`src/rtl/rv32i_types.sv`:
```
// Shared RV32I types: data-memory responder state encoding, line geometry and byte-merge helpers.
package rv32i_types;

   typedef enum logic [2:0] {IDLE, RESP, WB, FILL_REQ, FILL} dmem_state_t;

   localparam int LINE_BYTES  = 32;
   localparam int BMEM_BEAT_W = 64;
   localparam int OFFSET_W    = 5;
   localparam int TAG_W       = 32 - OFFSET_W;

   function automatic logic [31:0] byte_merge(input logic [31:0] old_w,
                                              input logic [31:0] new_w,
                                              input logic [3:0]  mask);
      logic [31:0] res;
      for (int b = 0; b < 4; b++) begin
         res[b*8 +: 8] = mask[b] ? new_w[b*8 +: 8] : old_w[b*8 +: 8];
      end
      return res;
   endfunction

   function automatic logic [31:0] sat_inc(input logic [31:0] v);
      return (v == 32'hFFFF_FFFF) ? v : v + 32'd1;
   endfunction

endpackage

```
`src/rtl/dmem_line_store.sv`:
```
// Single 256-bit write-back line: data array, tag, valid and dirty, with byte-masked word and beat write ports.
module dmem_line_store
   import rv32i_types::*;
#(
   parameter int LINE_BEATS = 4
) (
   input  logic                   clk,
   input  logic                   rst,
   input  logic                   word_we,
   input  logic [2:0]             word_idx,
   input  logic [3:0]             word_wmask,
   input  logic [31:0]            word_wdata,
   input  logic                   beat_we,
   input  logic [1:0]             beat_widx,
   input  logic [BMEM_BEAT_W-1:0] beat_wdata,
   input  logic [1:0]             beat_ridx,
   input  logic                   fill_done,
   input  logic [TAG_W-1:0]       fill_tag,
   input  logic                   clr_dirty,
   output logic [31:0]            word_rdata,
   output logic [BMEM_BEAT_W-1:0] beat_rdata,
   output logic [TAG_W-1:0]       tag,
   output logic                   valid,
   output logic                   dirty
);

   logic [LINE_BEATS-1:0][BMEM_BEAT_W-1:0] data_q, data_d;
   logic [TAG_W-1:0]       tag_q, tag_d;
   logic                   valid_q, valid_d;
   logic                   dirty_q, dirty_d;
   logic [BMEM_BEAT_W-1:0] word_beat;

   assign word_beat  = data_q[word_idx[2:1]];
   assign word_rdata = word_idx[0] ? word_beat[63:32] : word_beat[31:0];
   assign beat_rdata = data_q[beat_ridx];
   assign tag        = tag_q;
   assign valid      = valid_q;
   assign dirty      = dirty_q;

   always_comb begin
      data_d = data_q;
      if (beat_we) data_d[beat_widx] = beat_wdata;
      if (word_we) begin
         if (word_idx[0]) data_d[word_idx[2:1]][63:32] = byte_merge(word_beat[63:32], word_wdata, word_wmask);
         else             data_d[word_idx[2:1]][31:0]  = byte_merge(word_beat[31:0],  word_wdata, word_wmask);
      end
   end

   // Fill completion overrides any dirty update: a fresh line is always clean.
   always_comb begin
      tag_d   = tag_q;
      valid_d = valid_q;
      dirty_d = dirty_q;
      if (word_we)   dirty_d = 1'b1;
      if (clr_dirty) dirty_d = 1'b0;
      if (fill_done) begin
         tag_d   = fill_tag;
         valid_d = 1'b1;
         dirty_d = 1'b0;
      end
   end

   always_ff @(posedge clk) begin
      data_q <= data_d;
   end

   always_ff @(posedge clk or negedge rst) begin
      if (!rst) begin
         tag_q   <= '0;
         valid_q <= 1'b0;
         dirty_q <= 1'b0;
      end else begin
         tag_q   <= tag_d;
         valid_q <= valid_d;
         dirty_q <= dirty_d;
      end
   end

endmodule

```
`src/rtl/dmem_responder.sv`:
```
// Data-memory responder: one-line write-back buffer in front of 4x64-bit burst memory.
// Optional DMEM_PERF_CNT_EN adds saturating hit_count / miss_count outputs.
module dmem_responder
   import rv32i_types::*;
#(
   parameter int LINE_BEATS = 4
) (
   input  logic        clk,
   input  logic        rst,
   input  logic [31:0] dmem_addr,
   input  logic [3:0]  dmem_rmask,
   input  logic [3:0]  dmem_wmask,
   input  logic [31:0] dmem_wdata,
   output logic [31:0] dmem_rdata,
   output logic        dmem_resp,
   output logic [31:0] bmem_addr,
   output logic        bmem_read,
   output logic        bmem_write,
   output logic [63:0] bmem_wdata,
   input  logic        bmem_ready,
   input  logic [31:0] bmem_raddr,
   input  logic [63:0] bmem_rdata,
   input  logic        bmem_rvalid
`ifdef DMEM_PERF_CNT_EN
   ,
   output logic [31:0] hit_count,
   output logic [31:0] miss_count
`endif
);

   dmem_state_t state_q, state_d;
   logic [1:0]  cnt_q, cnt_d;
   logic        dmem_resp_q, dmem_resp_d;
   logic [31:0] dmem_rdata_q, dmem_rdata_d;
   logic [31:0] bmem_addr_q, bmem_addr_d;
   logic        bmem_read_q, bmem_read_d;
   logic        bmem_write_q, bmem_write_d;
   logic [63:0] bmem_wdata_q, bmem_wdata_d;

   logic             req, is_store, hit;
   logic             word_we, beat_we, fill_done, clr_dirty;
   logic [1:0]       beat_ridx;
   logic [31:0]      word_rdata;
   logic [63:0]      beat_rdata;
   logic [TAG_W-1:0] line_tag;
   logic             line_valid, line_dirty;
   logic             unused_addr_bits;

   assign req              = (|dmem_rmask) | (|dmem_wmask);
   assign is_store         = |dmem_wmask;
   assign hit              = line_valid && (line_tag == dmem_addr[31:OFFSET_W]);
   assign unused_addr_bits = ^dmem_addr[1:0];
   // WB presents the next beat one cycle ahead so the registered bmem_wdata advances on acceptance.
   assign beat_ridx        = (state_q == WB) ? cnt_q + 2'd1 : 2'd0;

   dmem_line_store #(.LINE_BEATS(LINE_BEATS)) u_line (
      .clk        (clk),
      .rst        (rst),
      .word_we    (word_we),
      .word_idx   (dmem_addr[4:2]),
      .word_wmask (dmem_wmask),
      .word_wdata (dmem_wdata),
      .beat_we    (beat_we),
      .beat_widx  (cnt_q),
      .beat_wdata (bmem_rdata),
      .beat_ridx  (beat_ridx),
      .fill_done  (fill_done),
      .fill_tag   (dmem_addr[31:OFFSET_W]),
      .clr_dirty  (clr_dirty),
      .word_rdata (word_rdata),
      .beat_rdata (beat_rdata),
      .tag        (line_tag),
      .valid      (line_valid),
      .dirty      (line_dirty)
   );

   always_comb begin
      state_d      = state_q;
      cnt_d        = cnt_q;
      dmem_resp_d  = 1'b0;
      dmem_rdata_d = dmem_rdata_q;
      bmem_addr_d  = bmem_addr_q;
      bmem_read_d  = bmem_read_q;
      bmem_write_d = bmem_write_q;
      bmem_wdata_d = bmem_wdata_q;
      word_we      = 1'b0;
      beat_we      = 1'b0;
      fill_done    = 1'b0;
      clr_dirty    = 1'b0;
      unique case (state_q)
         IDLE: begin
            if (req && hit) begin
               state_d      = RESP;
               dmem_resp_d  = 1'b1;
               word_we      = is_store;
               dmem_rdata_d = is_store ? byte_merge(word_rdata, dmem_wdata, dmem_wmask) : word_rdata;
            end else if (req && line_dirty) begin
               state_d      = WB;
               cnt_d        = 2'd0;
               bmem_write_d = 1'b1;
               bmem_addr_d  = {line_tag, {OFFSET_W{1'b0}}};
               bmem_wdata_d = beat_rdata;
            end else if (req) begin
               state_d     = FILL_REQ;
               bmem_read_d = 1'b1;
               bmem_addr_d = {dmem_addr[31:OFFSET_W], {OFFSET_W{1'b0}}};
            end
         end
         RESP: state_d = IDLE;
         WB: begin
            if (bmem_ready) begin
               cnt_d        = cnt_q + 2'd1;
               bmem_wdata_d = beat_rdata;
               if (cnt_q == 2'd3) begin
                  state_d      = FILL_REQ;
                  clr_dirty    = 1'b1;
                  bmem_write_d = 1'b0;
                  bmem_read_d  = 1'b1;
                  bmem_addr_d  = {dmem_addr[31:OFFSET_W], {OFFSET_W{1'b0}}};
               end
            end
         end
         FILL_REQ: begin
            if (bmem_ready) begin
               state_d     = FILL;
               bmem_read_d = 1'b0;
            end
         end
         FILL: begin
            if (bmem_rvalid) begin
               beat_we = 1'b1;
               cnt_d   = cnt_q + 2'd1;
               if (cnt_q == 2'd3) begin
                  fill_done = 1'b1;
                  state_d   = IDLE;
               end
            end
         end
         default: state_d = IDLE;
      endcase
   end

   always_ff @(posedge clk or negedge rst) begin
      if (!rst) begin
         state_q      <= IDLE;
         cnt_q        <= 2'd0;
         dmem_resp_q  <= 1'b0;
         dmem_rdata_q <= '0;
         bmem_addr_q  <= '0;
         bmem_read_q  <= 1'b0;
         bmem_write_q <= 1'b0;
         bmem_wdata_q <= '0;
      end else begin
         state_q      <= state_d;
         cnt_q        <= cnt_d;
         dmem_resp_q  <= dmem_resp_d;
         dmem_rdata_q <= dmem_rdata_d;
         bmem_addr_q  <= bmem_addr_d;
         bmem_read_q  <= bmem_read_d;
         bmem_write_q <= bmem_write_d;
         bmem_wdata_q <= bmem_wdata_d;
      end
   end

   assign dmem_resp  = dmem_resp_q;
   assign dmem_rdata = dmem_rdata_q;
   assign bmem_addr  = bmem_addr_q;
   assign bmem_read  = bmem_read_q;
   assign bmem_write = bmem_write_q;
   assign bmem_wdata = bmem_wdata_q;

`ifdef DMEM_PERF_CNT_EN
   logic [31:0] hit_count_q, hit_count_d;
   logic [31:0] miss_count_q, miss_count_d;
   logic        refill_q, refill_d;

   // refill marks the IDLE cycle right after a fill, whose retry must not be counted twice.
   always_comb begin
      hit_count_d  = hit_count_q;
      miss_count_d = miss_count_q;
      refill_d     = refill_q;
      if (fill_done) refill_d = 1'b1;
      if (state_q == IDLE) begin
         refill_d = 1'b0;
         if (req && !refill_q) begin
            if (hit) hit_count_d  = sat_inc(hit_count_q);
            else     miss_count_d = sat_inc(miss_count_q);
         end
      end
   end

   always_ff @(posedge clk or negedge rst) begin
      if (!rst) begin
         hit_count_q  <= '0;
         miss_count_q <= '0;
         refill_q     <= 1'b0;
      end else begin
         hit_count_q  <= hit_count_d;
         miss_count_q <= miss_count_d;
         refill_q     <= refill_d;
      end
   end

   assign hit_count  = hit_count_q;
   assign miss_count = miss_count_q;
`endif

   a_one_mask: assert property (@(posedge clk) disable iff (!rst)
      !((|dmem_rmask) && (|dmem_wmask)));
   a_fill_addr: assert property (@(posedge clk) disable iff (!rst)
      (state_q == FILL && bmem_rvalid) |-> (bmem_raddr == bmem_addr_q));

endmodule

```
`config.mk`:
```
export PLATFORM = sky130hd
export DESIGN_NAME = dmem_responder
export DESIGN_NICKNAME = d
export VERILOG_FILES = /design/src/rtl/rv32i_types.sv /design/src/rtl/dmem_line_store.sv /design/src/rtl/dmem_responder.sv
export SDC_FILE = /design/constraint.sdc
export NUM_CORES = 1
export LEC_CHECK = 0
export CORE_ASPECT_RATIO = 1.75
export CORE_MARGIN = 3
export CORE_UTILIZATION = 57
export DETAILED_ROUTE_END_ITERATION = 8
export GPL_TIMING_DRIVEN = 0
export PLACE_DENSITY = 0.82
export SYNTH_ARGS = -nofsm -noshare
export SYNTH_HDL_FRONTEND = slang
export SYNTH_SLANG_ARGS = --single-unit
```
`constraint.sdc`:
```
create_clock -name clk -period 8.6 [get_ports clk]
set_clock_uncertainty 0.2 [all_clocks]
set_input_delay 1.72 -clock clk [delete_from_list [all_inputs] [get_ports clk]]
set_output_delay 1.72 -clock clk [all_outputs]
set_load 0.02 [all_outputs]
```
==> results.txt <==
Result of the run: finished clean
Max-slew violations: 0
Reg-to-Reg Start: cnt_q[0]$_DFFE_PN0P_
Cell count after synthesis: 2,105
Clock latency at the later pin of the worst-skew pair: 570 ps
Highest ir drop seen on vdd: 0.1918 mV
Starting density of the core: 57.86%
Total count of hold-check failures in the final report: 0
Share of cells above drive strength 1: 11.23%
Largest area contributor in the synthesized netlist: sky130_fd_sc_hd__mux2i_1
Start point of the worst min-delay path: dmem_rdata[8]$_DFFE_PN0P_
Synth warn: 0
Final worst path period need: 5116 ps
Detail-routed via count per cell: 6.570
Area contributors post-synth: sky130_fd_sc_hd__mux2i_1, sky130_fd_sc_hd__dfxtp_1, sky130_fd_sc_hd__dfrtp_1
# port buffers: 256
Cts repair resizes: 0
Data required, critical path: 8870 ps
Area of the placeable core: 0.03940 mm²
Share of synthesized area occupied by flip-flops and latches: 40.04%
Detailed-route wire length per cell: 25.79 µm
Arrival time worst endpoint: 5390 ps
Total number of nets in the final design: 2,584
Growth of design area from synthesis to finish: 20.07%
Worst Max-Slew Pin Slew: 1209 ps
TritonCTS Sinks: 416
Leakage power summed over all cells: 11.99 nW
Yosys cell types: 46
Number of global-route vias before repair: 20,460
CTS Buffer Depth: 3
Cts hold-fix bufs: 0
Slew HR: 19.40%
DR DRC count: 0
Die ar.: 0.04252 mm²
Critical Path Sink Type: register
Post-synthesis average cell area: 10.83 µm²
Top-level I/O count: 303
Launching instance or port of the critical path: dmem_addr[26]
Overall overflow remaining after global route: 0
Commonest non-fill, non-tap cells in the layout: sky130_fd_sc_hd__mux2i_1, sky130_fd_sc_hd__dfxtp_1, sky130_fd_sc_hd__clkdlybuf4s50_1
Switching Power: 3.402 mW
Final-layout setup total negative slack: 0 ps
Crit-path max FO: 10
Total clock buffers created by CTS: 40
Most frequently used flop master after synthesis: sky130_fd_sc_hd__dfxtp_1
Highest clock rate: 0.1955 GHz
Die width: 157.2 µm
Root buffer cell: sky130_fd_sc_hd__clkbuf_16
Setup repair after global routing missed its margin: false
Post-route total power: 8.529 mW
Total half-perimeter wirelength after legalization and detailed placement: 54,680 µm
Global-route wire length before repair: 114,600 µm
Number of DRC markers in iteration 0: 1,843
Flip-flop and latch count after synthesis: 416
Vias after detailed routing: 19,280
Sequential share of power: 36.2%
Fraction of synthesized cell area taken by the top area cell type: 27.84%
Tcrit/Tclk final: 59.49%
Post-synth ARST share: 38.46%
Number of maximum-capacitance constraint violations: 0
Net switching share of the total power: 39.88%
Part of the power in the clock network: 21.6%
Clock slew at the register clock pins of the worst setup and hold paths: 60 ps
Aggregate routed wire length: 75,710 µm
Antenna Nets Post-Route: 0
Antenna violations before repair: 5
Int Power: 5.128 mW
DIE HEIGHT: 270.6 µm
Kind of start point of the critical path: primary input
Number of flops mapped to enable cells by yosys: 0
Standard-cell rows: 96
WS Path Type: primary input to register
Combinational power share: 42.3%
Number of setup violations in the final report: 0
Most common cell after layout, fill and taps aside: sky130_fd_sc_hd__mux2i_1
GRT Resource Usage Total: 34.50%
Pin count of the biggest net entering global routing: 111
Syn Std Cell Area: 0.02280 mm²
Number of buffers inserted by post-CTS setup repair: 0
TritonCTS clock tree: yes
Power density over the cells: 311.6 mW/mm²
RePlAce Congestion: 0.9547
Number of detailed-routing iterations run before antenna repair: 6
Min-delay worst type: register to register
Level count of the clock H-tree: 2
Yosys cell counts, types with 10 or more instances:
library cell,number
sky130_fd_sc_hd__nand4_1,10
sky130_fd_sc_hd__o311ai_0,27
sky130_fd_sc_hd__buf_4,14
sky130_fd_sc_hd__a31oi_1,64
sky130_fd_sc_hd__dfrtp_1,160
sky130_fd_sc_hd__a211oi_1,64
sky130_fd_sc_hd__nor2b_1,63
sky130_fd_sc_hd__nand3_1,35
sky130_fd_sc_hd__buf_6,16
sky130_fd_sc_hd__buf_2,16
sky130_fd_sc_hd__nand2b_1,14
sky130_fd_sc_hd__clkbuf_1,107
sky130_fd_sc_hd__dfxtp_1,256
sky130_fd_sc_hd__nand2_1,207
sky130_fd_sc_hd__mux2i_1,634
sky130_fd_sc_hd__o21ai_0,39
sky130_fd_sc_hd__mux4_2,64
sky130_fd_sc_hd__nor2_1,68
sky130_fd_sc_hd__xnor2_1,21
sky130_fd_sc_hd__a21oi_1,67
sky130_fd_sc_hd__mux2_2,89
sky130_fd_sc_hd__buf_1,22
cell type report:
| type | instances | area (µm²) |
|---|---|---|
| well taps | 490 | 613.1 |
| inverters | 5 | 18.77 |
| multi-input cells | 1513 | 12810 |
| repair buffers | 257 | 2595 |
| plain buffers | 175 | 849.6 |
| diodes | 5 | 12.51 |
| clock buffers | 60 | 1210 |
| fillers | 2969 | 12030 |
| clock inverters | 14 | 128.9 |
| flip-flops and latches | 416 | 9129 |
logic make-up after synthesis:
| kind of cell | share of synthesized area (%) |
|---|---|
| compound gates | 7.563 |
| xor+xnor | 0.8068 |
| fa+ha+maj | 0.2195 |
| buf+inv | 3.809 |
| flops | 40.04 |
| mux | 38.56 |
| other cells | 0.01645 |
| simple gates | 8.985 |
per-layer routing:
| metal | up-vias | routed length, µm | GRT usage, % |
|---|---|---|---|
| li1 | 8343 | - | - |
| met1 | 9473 | 26060 | 37.86 |
| met2 | 1119 | 38180 | 58.77 |
| met3 | 348 | 5752 | 5.874 |
| met4 | 0 | 5719 | 25.60 |
| met5 | - | 0 | 0 |
registers in the layout, summed over array words and instances, names as in the netlist:
| name | flops |
|---|---|
| dmem_rdata | 32 |
| bmem_read | 1 |
| state_q | 3 |
| cnt_q | 2 |
| dmem_resp | 1 |
| bmem_addr | 27 |
| u_line.data_q | 256 |
| u_line.dirty | 1 |
| bmem_write | 1 |
| u_line.valid | 1 |
| bmem_wdata | 64 |
| u_line.tag | 27 |
worst paths after layout:
| kind | end | slack (ps) | cells past startpoint |
|---|---|---|---|
| max reg2reg | bmem_wdata[42]$_DFFE_PN0P_ | 4400 | 9 |
| min | dmem_rdata[8]$_DFFE_PN0P_ | 280 | 2 |
| max in group asynchronous | dmem_rdata[16]$_DFFE_PN0P_ | 6350 | 2 |
| max | u_line.data_q[152]$_DFF_P_ | 3480 | 10 |
| min in group asynchronous | bmem_addr[28]$_DFFE_PN0P_ | 880 | 1 |
| min reg2reg | dmem_rdata[8]$_DFFE_PN0P_ | 280 | 2 |
critical path: stages:
cell and delay, ps:
sky130_fd_sc_hd__clkdlybuf4s50_1 470, sky130_fd_sc_hd__xnor2_1 550, sky130_fd_sc_hd__nand4_1 340, sky130_fd_sc_hd__or4_4 510, sky130_fd_sc_hd__or3_1 430, sky130_fd_sc_hd__buf_6 190, sky130_fd_sc_hd__buf_2 280, sky130_fd_sc_hd__nor2_4 290
sky130_fd_sc_hd__buf_4 310, sky130_fd_sc_hd__mux2i_1 260
power by group through the flow:
stage / sequential, mW / clock, mW / combinational [mW]
after floorplan: 3.16 / 0 / 2.03
after detailed placement: 3.09 / 0 / 3.51
after CTS: 3.06 / 1.85 / 3.54
final: 3.08 / 1.84 / 3.61
after global routing: 3.14 / 1.91 / 3.82
after global placement: 3.05 / 0 / 3.41
through the flow:
step / util, % / cells / setup slack, ps / hold WS [ps] / instance area, µm²
after global routing: 69.47 / 2934 / 3436 / 311.9 / 27370
after CTS: 69.44 / 2930 / 3703 / 288.6 / 27360
final: 69.47 / 2935 / 3484 / 283.4 / 27370
after floorplan: - / 2109 / 4454 / 256.2 / 22810
after global placement: 65.96 / 2855 / -1285 / 267.9 / 25990
after detailed placement: 66.04 / 2856 / 3178 / 273.5 / 26020
Power figures use the tool's default switching activity.
